### config.mk
export PLATFORM = sky130hd
export DESIGN_NAME = apb_uart_tx_arbiter_flat
export DESIGN_NICKNAME = d
export VERILOG_FILES = /design/src/rtl/apb_uart_tx_arbiter_if.sv /design/src/rtl/apb_uart_tx_arbiter.sv /design/src/flat_wrapper.sv
export SDC_FILE = /design/constraint.sdc
export NUM_CORES = 1
export LEC_CHECK = 0
export ABC_AREA = 1
export CORE_MARGIN = 4
export CORE_UTILIZATION = 40
export DETAILED_ROUTE_END_ITERATION = 16
export PLACE_DENSITY = 0.84
export SLEW_MARGIN = 0
export SYNTH_ARGS = -nofsm -noshare
export SYNTH_HDL_FRONTEND = slang
export SYNTH_SLANG_ARGS = --single-unit
### constraint.sdc
create_clock -name CLK -period 2.8 [get_ports CLK]
set_input_delay 0.56 -clock CLK [delete_from_list [all_inputs] [get_ports CLK]]
set_output_delay 0.56 -clock CLK [all_outputs]
set_load 0.01 [all_outputs]
### src/rtl/apb_uart_tx_arbiter_if.sv
// APB bus bundle between the UART TX arbiter (master) and the UART register block (slave).
interface apb_uart_tx_arbiter_if #(
  parameter int unsigned APB_ADDR_WIDTH = 12
) ();
  logic [APB_ADDR_WIDTH-1:0] PADDR;
  logic [31:0]               PWDATA;
  logic                      PWRITE;
  logic                      PSEL;
  logic                      PENABLE;
  logic [31:0]               PRDATA;
  logic                      PREADY;
  logic                      PSLVERR;

  modport master (
    output PADDR, PWDATA, PWRITE, PSEL, PENABLE,
    input  PRDATA, PREADY, PSLVERR
  );

  modport slave (
    input  PADDR, PWDATA, PWRITE, PSEL, PENABLE,
    output PRDATA, PREADY, PSLVERR
  );
endinterface

### src/rtl/apb_uart_tx_arbiter.sv
// Two-requester round-robin arbiter that pushes bytes into a UART THR over APB,
// polling LSR.THRE (bit 5) first and dropping the byte after MAX_POLLS busy reads.
module apb_uart_tx_arbiter #(
  parameter int unsigned APB_ADDR_WIDTH = 12,
  parameter int unsigned UART_BASE      = 0,
  parameter int unsigned MAX_POLLS      = 16
) (
  input  logic                  CLK,
  input  logic                  RST,
  input  logic                  REQ0_VALID,
  input  logic [7:0]            REQ0_DATA,
  output logic                  REQ0_READY,
  input  logic                  REQ1_VALID,
  input  logic [7:0]            REQ1_DATA,
  output logic                  REQ1_READY,
  apb_uart_tx_arbiter_if.master apb,
  output logic                  BUSY,
  output logic                  GRANT_ID,
  output logic                  DONE,
  output logic                  DROP
);

  localparam logic [APB_ADDR_WIDTH-1:0] LsrAddr  = APB_ADDR_WIDTH'(UART_BASE + 5);
  localparam logic [APB_ADDR_WIDTH-1:0] ThrAddr  = APB_ADDR_WIDTH'(UART_BASE);
  localparam logic [7:0]                MaxPolls = 8'(MAX_POLLS);

  typedef enum logic [2:0] {
    StIdle,
    StLsrSetup,
    StLsrAccess,
    StThrSetup,
    StThrAccess
  } state_e;

  state_e                    state_q, state_d;
  logic [7:0]                byte_q, byte_d;
  logic                      grant_q, grant_d;
  logic                      last_q, last_d;
  logic [7:0]                poll_q, poll_d;
  logic                      psel_q, psel_d;
  logic                      penable_q, penable_d;
  logic                      pwrite_q, pwrite_d;
  logic [APB_ADDR_WIDTH-1:0] paddr_q, paddr_d;
  logic [31:0]               pwdata_q, pwdata_d;
  logic                      done_q, done_d;
  logic                      drop_q, drop_d;

  logic       sel;
  logic [7:0] poll_inc;
  logic       unused_prdata;

  // Only THRE matters; the other LSR bits are intentionally ignored.
  assign unused_prdata = ^{apb.PRDATA[31:6], apb.PRDATA[4:0]};

  // With both valid, the requester not served last wins; otherwise the lone valid one.
  assign sel      = (REQ0_VALID && REQ1_VALID) ? ~last_q : REQ1_VALID;
  assign poll_inc = poll_q + 8'd1;

  // Next-state, registered APB values and combinational ready handshake.
  always_comb begin
    state_d    = state_q;
    byte_d     = byte_q;
    grant_d    = grant_q;
    last_d     = last_q;
    poll_d     = poll_q;
    psel_d     = psel_q;
    penable_d  = penable_q;
    pwrite_d   = pwrite_q;
    paddr_d    = paddr_q;
    pwdata_d   = pwdata_q;
    done_d     = 1'b0;
    drop_d     = 1'b0;
    REQ0_READY = 1'b0;
    REQ1_READY = 1'b0;

    unique case (state_q)
      StIdle: begin
        if (!RST && (REQ0_VALID || REQ1_VALID)) begin
          REQ0_READY = ~sel;
          REQ1_READY = sel;
          byte_d     = sel ? REQ1_DATA : REQ0_DATA;
          grant_d    = sel;
          last_d     = sel;
          poll_d     = 8'd0;
          psel_d     = 1'b1;
          penable_d  = 1'b0;
          pwrite_d   = 1'b0;
          paddr_d    = LsrAddr;
          state_d    = StLsrSetup;
        end
      end
      StLsrSetup: begin
        penable_d = 1'b1;
        state_d   = StLsrAccess;
      end
      StLsrAccess: begin
        if (apb.PREADY) begin
          penable_d = 1'b0;
          if (!apb.PSLVERR && apb.PRDATA[5]) begin
            pwrite_d = 1'b1;
            paddr_d  = ThrAddr;
            pwdata_d = {24'b0, byte_q};
            state_d  = StThrSetup;
          end else begin
            poll_d = poll_inc;
            if (poll_inc == MaxPolls) begin
              drop_d  = 1'b1;
              psel_d  = 1'b0;
              state_d = StIdle;
            end else begin
              state_d = StLsrSetup;
            end
          end
        end
      end
      StThrSetup: begin
        penable_d = 1'b1;
        state_d   = StThrAccess;
      end
      StThrAccess: begin
        if (apb.PREADY) begin
          done_d    = ~apb.PSLVERR;
          drop_d    = apb.PSLVERR;
          psel_d    = 1'b0;
          penable_d = 1'b0;
          state_d   = StIdle;
        end
      end
      default: begin
        psel_d    = 1'b0;
        penable_d = 1'b0;
        state_d   = StIdle;
      end
    endcase
  end

  // State and output registers; reset abandons any in-flight byte silently.
  always_ff @(posedge CLK) begin
    if (RST) begin
      state_q   <= StIdle;
      byte_q    <= 8'd0;
      grant_q   <= 1'b0;
      last_q    <= 1'b1;
      poll_q    <= 8'd0;
      psel_q    <= 1'b0;
      penable_q <= 1'b0;
      pwrite_q  <= 1'b0;
      paddr_q   <= '0;
      pwdata_q  <= 32'd0;
      done_q    <= 1'b0;
      drop_q    <= 1'b0;
    end else begin
      state_q   <= state_d;
      byte_q    <= byte_d;
      grant_q   <= grant_d;
      last_q    <= last_d;
      poll_q    <= poll_d;
      psel_q    <= psel_d;
      penable_q <= penable_d;
      pwrite_q  <= pwrite_d;
      paddr_q   <= paddr_d;
      pwdata_q  <= pwdata_d;
      done_q    <= done_d;
      drop_q    <= drop_d;
    end
  end

  assign apb.PSEL    = psel_q;
  assign apb.PENABLE = penable_q;
  assign apb.PWRITE  = pwrite_q;
  assign apb.PADDR   = paddr_q;
  assign apb.PWDATA  = pwdata_q;
  assign BUSY        = (state_q != StIdle);
  assign GRANT_ID    = grant_q;
  assign DONE        = done_q;
  assign DROP        = drop_q;

endmodule
### src/flat_wrapper.sv
// flat-port wrapper written by rule: the top's interface ports become plain ports
module apb_uart_tx_arbiter_flat 
#(
  parameter int unsigned APB_ADDR_WIDTH = 12,
  parameter int unsigned UART_BASE      = 0,
  parameter int unsigned MAX_POLLS      = 16
)
  (CLK, RST, REQ0_VALID, REQ0_DATA, REQ0_READY, REQ1_VALID, REQ1_DATA, REQ1_READY, BUSY, GRANT_ID, DONE, DROP, apb_PADDR, apb_PWDATA, apb_PWRITE, apb_PSEL, apb_PENABLE, apb_PRDATA, apb_PREADY, apb_PSLVERR);
  apb_uart_tx_arbiter_if #(.APB_ADDR_WIDTH(APB_ADDR_WIDTH)) apb_i ();
  input  logic CLK;
  input  logic RST;
  input  logic REQ0_VALID;
  input  logic [7:0] REQ0_DATA;
  output logic REQ0_READY;
  input  logic REQ1_VALID;
  input  logic [7:0] REQ1_DATA;
  output logic REQ1_READY;
  output logic BUSY;
  output logic GRANT_ID;
  output logic DONE;
  output logic DROP;
  output wire logic [$bits(apb_i.PADDR)-1:0] apb_PADDR;
  output wire logic [$bits(apb_i.PWDATA)-1:0] apb_PWDATA;
  output wire logic [$bits(apb_i.PWRITE)-1:0] apb_PWRITE;
  output wire logic [$bits(apb_i.PSEL)-1:0] apb_PSEL;
  output wire logic [$bits(apb_i.PENABLE)-1:0] apb_PENABLE;
  input wire logic [$bits(apb_i.PRDATA)-1:0] apb_PRDATA;
  input wire logic [$bits(apb_i.PREADY)-1:0] apb_PREADY;
  input wire logic [$bits(apb_i.PSLVERR)-1:0] apb_PSLVERR;
  assign apb_PADDR = apb_i.PADDR;
  assign apb_PWDATA = apb_i.PWDATA;
  assign apb_PWRITE = apb_i.PWRITE;
  assign apb_PSEL = apb_i.PSEL;
  assign apb_PENABLE = apb_i.PENABLE;
  assign apb_i.PRDATA = apb_PRDATA;
  assign apb_i.PREADY = apb_PREADY;
  assign apb_i.PSLVERR = apb_PSLVERR;
  apb_uart_tx_arbiter #(.APB_ADDR_WIDTH(APB_ADDR_WIDTH), .UART_BASE(UART_BASE), .MAX_POLLS(MAX_POLLS)) u_core (.CLK(CLK), .RST(RST), .REQ0_VALID(REQ0_VALID), .REQ0_DATA(REQ0_DATA), .REQ0_READY(REQ0_READY), .REQ1_VALID(REQ1_VALID), .REQ1_DATA(REQ1_DATA), .REQ1_READY(REQ1_READY), .apb(apb_i), .BUSY(BUSY), .GRANT_ID(GRANT_ID), .DONE(DONE), .DROP(DROP));
endmodule
# After elaboration in Yosys (flattened, before gate mapping)
# Cells that the tools add are included.
[classes]
n_reduce_logical = 19
magnitude_cmp = 0
n_eq_ne = 12
mux = 36
bitwise_logic = 6
n_mul = 0
shifts = 0
div_mod_pow = 0
add_sub_neg = 1
[ops]
columns = ["cell", "n"]
rows = [
  ["12-bit 2-to-1 mux", 3],
  ["8-bit 2-to-1 mux", 4],
  ["12-bit case mux with 2 select lines", 1],
  ["1-bit 2-to-1 mux", 18],
  ["8-bit case mux with 2 select lines", 1],
  ["3-bit case mux with 5 select lines", 1],
  ["3-bit 2-to-1 mux", 4],
  ["8-bit by 1-bit adder with 8-bit output (second input constant)", 1],
  ["8-bit by 5-bit equality test with 1-bit output (second input constant)", 1],
  ["2-bit by 1-bit != test with 1-bit output (second input constant)", 4],
  ["4-bit AND reduction", 2],
  ["3-bit by 2-bit equality test with 1-bit output (second input constant)", 2],
  ["2-bit != test (second input constant)", 3],
  ["1-bit inverter", 6],
  ["3-bit AND reduction", 2],
  ["6-bit AND reduction", 1],
  ["1-bit case mux with 2 select lines", 2],
  ["1-bit case mux with 4 select lines", 1],
  ["2-bit AND reduction", 2],
  ["2-bit OR reduction", 2],
  ["3-bit by 1-bit equality test with 1-bit output (second input constant)", 1],
  ["3-bit equality test (second input constant)", 1],
  ["1-bit logical AND", 3],
  ["3-bit zero test", 1],
  ["6 further kinds", 7],
]
[totals]
regBits = 46
ram_bits = 0
rom_bits = 0
wordCells = 86
out_inout_bits = 53
memories = 0
latch_bits = 0

# Depth between registers and ports, before layout
[logic_depth]
ltp_word = 6
depth_mapped = 12
mapped_depth_nobuf = 12

# Worst setup path before layout
# OpenSTA, ideal clock, no wires.
[synth_timing]
kind = "input port to output port"
start = "input port apb_PREADY"
end = "output port REQ1_READY"
arrival_time_ns = 1.277
path_slack_ns = 0.963
stages = 8
cell_sequence = "inv_1 -> nand2_4 -> o21ai_2 -> inv_2 -> nand2_2 -> nor2_4 -> nand2_1 -> inv_2"
[synth_lines]
columns = ["element", "line", "source"]
rows = [
  ["start, declared", "flat_wrapper.sv:28", "input wire logic [$bits(apb_i.PREADY)-1:0] apb_PREADY;"],
  ["end, declared", "flat_wrapper.sv:17", "output logic REQ1_READY;"],
]

# Final worst setup path
[layout_timing]
start = "input port REQ1_VALID"
end = "output port REQ0_READY"
[layout_via]
elab_chain_cells = 5
[layout_lines]
columns = ["element", "line", "source"]
rows = [
  ["start, declared", "flat_wrapper.sv:15", "input logic REQ1_VALID;"],
  ["1-bit logical AND", "apb_uart_tx_arbiter.sv:56", "assign sel = (REQ0_VALID && REQ1_VALID) ? ~last_q : REQ1_VALID;"],
  ["1-bit 2-to-1 mux", "apb_uart_tx_arbiter.sv:56", ""],
  ["1-bit inverter", "apb_uart_tx_arbiter.sv:79", "REQ0_READY = ~sel;"],
  ["1-bit 2-to-1 mux (*)", "apb_uart_tx_arbiter.sv:78", "if (!RST && (REQ0_VALID || REQ1_VALID)) begin"],
  ["1-bit 2-to-1 mux (*)", "apb_uart_tx_arbiter.sv:76", "unique case (state_q)"],
  ["end, declared", "flat_wrapper.sv:14", "output logic REQ0_READY;"],
]
# Every way passes the cells marked *; elsewhere a longest branch is shown, timed or not.

==> results_dict.tcl <==
set metrics [dict create \
    r2r-start "u_core.poll_q[0]" \
    syn_inst 284 \
    crit_buf_inv 4 \
    antenna_found_initial 0 \
    period_minus_slack_ps 2590 \
    io_pins 107 \
    drt-vias-per-instance 4.32 \
    ys_ff_latch 35 \
    cp-startpoint "REQ1_VALID" \
    synth.distinct_cells 26 \
    grt_pass1_wl_um 6990 \
    root_buffer "clkbuf_8" \
    grt_pass1_vias 1676 \
    track_usage 0.146 \
    fin_skew_ps 8.34 \
    clkLatencyLatePin_ps 290 \
    p_per_area_mw_per_mm2 529 \
    cts_tree "done" \
    area_growth_pct 26.8 \
    finalPower_mw 1.30 \
    drc 0 \
    core-area_mm2 0.00472 \
    drive_gt1_frac 0.115 \
    finalCritPeriodShare 0.924 \
    place_congestion 0.830 \
    dr_total_vias 1754 \
    power.static_leakage_nw 1.12 \
    grt_overflow 0 \
    cts_buffers 5 \
    peakVddDrop_mv 0.343 \
    start_util 0.411 \
    drt-total-wl_um 4330 \
    pre_cts_ws_ps -67.8 \
    yosysWarnings 0 \
    grt_start_max_net_pins 21 \
    numPortBuffers 41 \
    setup_viol 0 \
    drt-initial-drc-count 142 \
    post_cts_buffers 0 \
    clock_sinks 35 \
    worstSetupPathType "input pin to primary output" \
    holdWs_ps 468 \
    first_pass_iters 4 \
    clk_pin_slew_worst_paths_ps 70 \
    worst_pin_slew_ps 543 \
    crit_path_frequent_cell "nor2_1" \
    design.die.area_mm2 0.00604 \
    setup_slack_ps 213 \
    rsz0062_at_grt "no" \
    final_util 0.522 \
    cts.path.max_buffers 2 \
    htreeDepth 2 \
    status "completed" \
    die_w_um 77.7 \
    hold_viol_final 0 \
    worst_ep_required_time_ps 2240 \
    cpPeakStageDelay_ps 470 \
    seq_area_frac_synth 0.361 \
    crit_arrival_ps 2030 \
    syn_area_mm2 0.00194 \
    path_cells "clkdlybuf4s50_1 > nor2_1 > nor2_1 > o21ai_2 > inv_2 > nand2_2 > inv_2 > nand2_4 > nor2_1 > dlygate4sd2_1" \
    hold_path_end "u_core.byte_q[3]" \
    r2r_end "u_core.apb.PSEL" \
    synth_area_per_cell_um2 6.84 \
    relSlewSlack 0.636 \
    critPathSlowestCell "clkdlybuf4s50_1" \
    diodes 0 \
    nets 394 \
    max_freq_mhz 387 \
    hold_start "u_core.byte_q[3]" \
    drv_cap 0 \
    ant_nets 0 \
    holdPathStages 2 \
    drv_slew 0 \
    cp_num_cells 10 \
    ff2ff_setup_slack_ps 1110 \
    num_rows 25 \
    hold_path.class "flip-flop to flip-flop" \
    cp_max_fo 4 \
    die_h_um 77.7 \
    wire_per_inst_um 10.7 \
    hpwl_um 3320 \
    cp-start-kind "input pin" \
    endpoint_kind "primary output" \
    r2r_cells 10 \
    crit_family "buffers and inverters" \
]
==> layout by cell type (no fill, tap or decap) <==
| cell | netlist | layout |
|---|---|---|
| o21ai_0 | 13 | 13 |
| dfxtp_1 | 35 | 35 |
| inv_2 | 8 | 8 |
| nand2_4 | 2 | 2 |
| buf_4 | 35 | 12 |
| nand2_2 | 1 | 1 |
| nor2_8 | 1 | 1 |
| clkbuf_8 | 0 | 7 |
| conb_1 | 1 | 34 |
| nand3_1 | 13 | 13 |
| nor2_1 | 38 | 38 |
| nand3_2 | 1 | 1 |
| nand4_1 | 2 | 2 |
| ha_1 | 2 | 2 |
| dlygate4sd2_1 | 0 | 2 |
| a21oi_2 | 1 | 1 |
| o21ai_2 | 1 | 1 |
| nor3_2 | 1 | 1 |
| clkdlybuf4s50_1 | 0 | 39 |
| nor2_4 | 3 | 3 |
| o21bai_1 | 1 | 1 |
| nor3_1 | 2 | 2 |
| nand2_1 | 80 | 80 |
| o21ai_1 | 1 | 1 |
| or2_2 | 1 | 1 |
| clkbuf_1 | 3 | 1 |
| inv_1 | 17 | 17 |
| a21oi_1 | 20 | 20 |
==> stage by stage <==
step	setup TNS, ps	cell area, µm²	std cells
2_1_floorplan	0	2070	317
3_3_place_gp	-108	2370	398
3_5_place_dp	-124	2370	398
4_1_cts	0	2460	406
5_1_grt	0	2460	406
6_report	0	2460	406
==> registers in the layout, summed over array words and instances (netlist names) <==
name                count
u_core.byte_q           8
u_core.state_q          3
u_core.apb.PENABLE      1
u_core.apb.PWDATA       8
u_core.apb.PSEL         1
u_core.DROP             1
u_core.DONE             1
u_core.apb.PADDR        1
u_core.last_q           1
u_core.poll_q           8
u_core.apb.PWRITE       1
u_core.GRANT_ID         1
==> layer usage <==
layer | track usage | wire [µm] | vias up
li1 | - | - | 927
met2 | 0.249 | 2070 | 67
met4 | 0.0623 | 64 | 0
met1 | 0.159 | 1850 | 755
met5 | 0 | 0 | -
met3 | 0.0568 | 349 | 5
==> cell type report <==
type | instances | area (µm²)
Inverter | 25 | 93.8
Multi-Input combinational cell | 218 | 987
Sequential cell | 35 | 701
Fill cell | 452 | 2260
Timing Repair Buffer | 53 | 498
Tap cell | 67 | 83.8
Clock buffer | 8 | 100
==> power by group <==
group / internal, mW / switching (mW)
logic: 0.151 / 0.186
clock network: 0.224 / 0.178
registers: 0.539 / 0.0256
==> Yosys cell counts <==
| cell type | number | area, µm² |
|---|---|---|
| a21oi_1 | 20 | 100 |
| a21oi_2 | 1 | 8.76 |
| buf_4 | 35 | 263 |
| buf_6 | 1 | 11.3 |
| clkbuf_1 | 3 | 11.3 |
| conb_1 | 1 | 3.75 |
| dfxtp_1 | 35 | 701 |
| ha_1 | 2 | 25.0 |
| inv_1 | 17 | 63.8 |
| inv_2 | 8 | 30.0 |
| nand2_1 | 80 | 300 |
| nand2_2 | 1 | 6.26 |
| nand2_4 | 2 | 22.5 |
| nand3_1 | 13 | 65.1 |
| nand3_2 | 1 | 10.0 |
| nand4_1 | 2 | 12.5 |
| nor2_1 | 38 | 143 |
| nor2_4 | 3 | 33.8 |
| nor2_8 | 1 | 20.0 |
| nor3_1 | 2 | 10.0 |
| nor3_2 | 1 | 10.0 |
| o21ai_0 | 13 | 65.1 |
| o21ai_1 | 1 | 5.00 |
| o21ai_2 | 1 | 8.76 |
| o21bai_1 | 1 | 7.51 |
| or2_2 | 1 | 6.26 |
==> logic make-up (layout without fill, tap and decap cells) <==
family          after synthesis  after routing  synth area share
compound gates               37             37             0.100
fa+ha+maj                     2              2            0.0129
buf+inv                      64             86             0.195
flops                        35             35             0.361
other cells                   1             34           0.00193
simple gates                145            145             0.329
==> worst max-delay path by stage <==
stage                       endpoint  slack, ps
after floorplan           REQ1_READY        960
after global routing      REQ1_READY         90
after global placement    REQ0_READY        -60
after detailed placement  REQ0_READY        -70
final                     REQ0_READY        210
after CTS                 REQ0_READY        190
==> worst register-to-register path, stage by stage, from the launching register on <==
cell and delay, ps:
dfxtp_1 420, ha_1 290, nand3_1 120, o21bai_1 150, nand2_1 90, nor2_1 110, nand3_1 120, nand2_1 120
nand3_1 70, nand2_1 60, nor2_1 40
==> repair_timing <==
action | 4_1_cts | 5_1_grt
hold buffers | 0 | 0
gates resized for setup | 2 | 0
setup endpoints to repair | 2 | 0
Note: power is estimated with default switching activity, not from simulation.
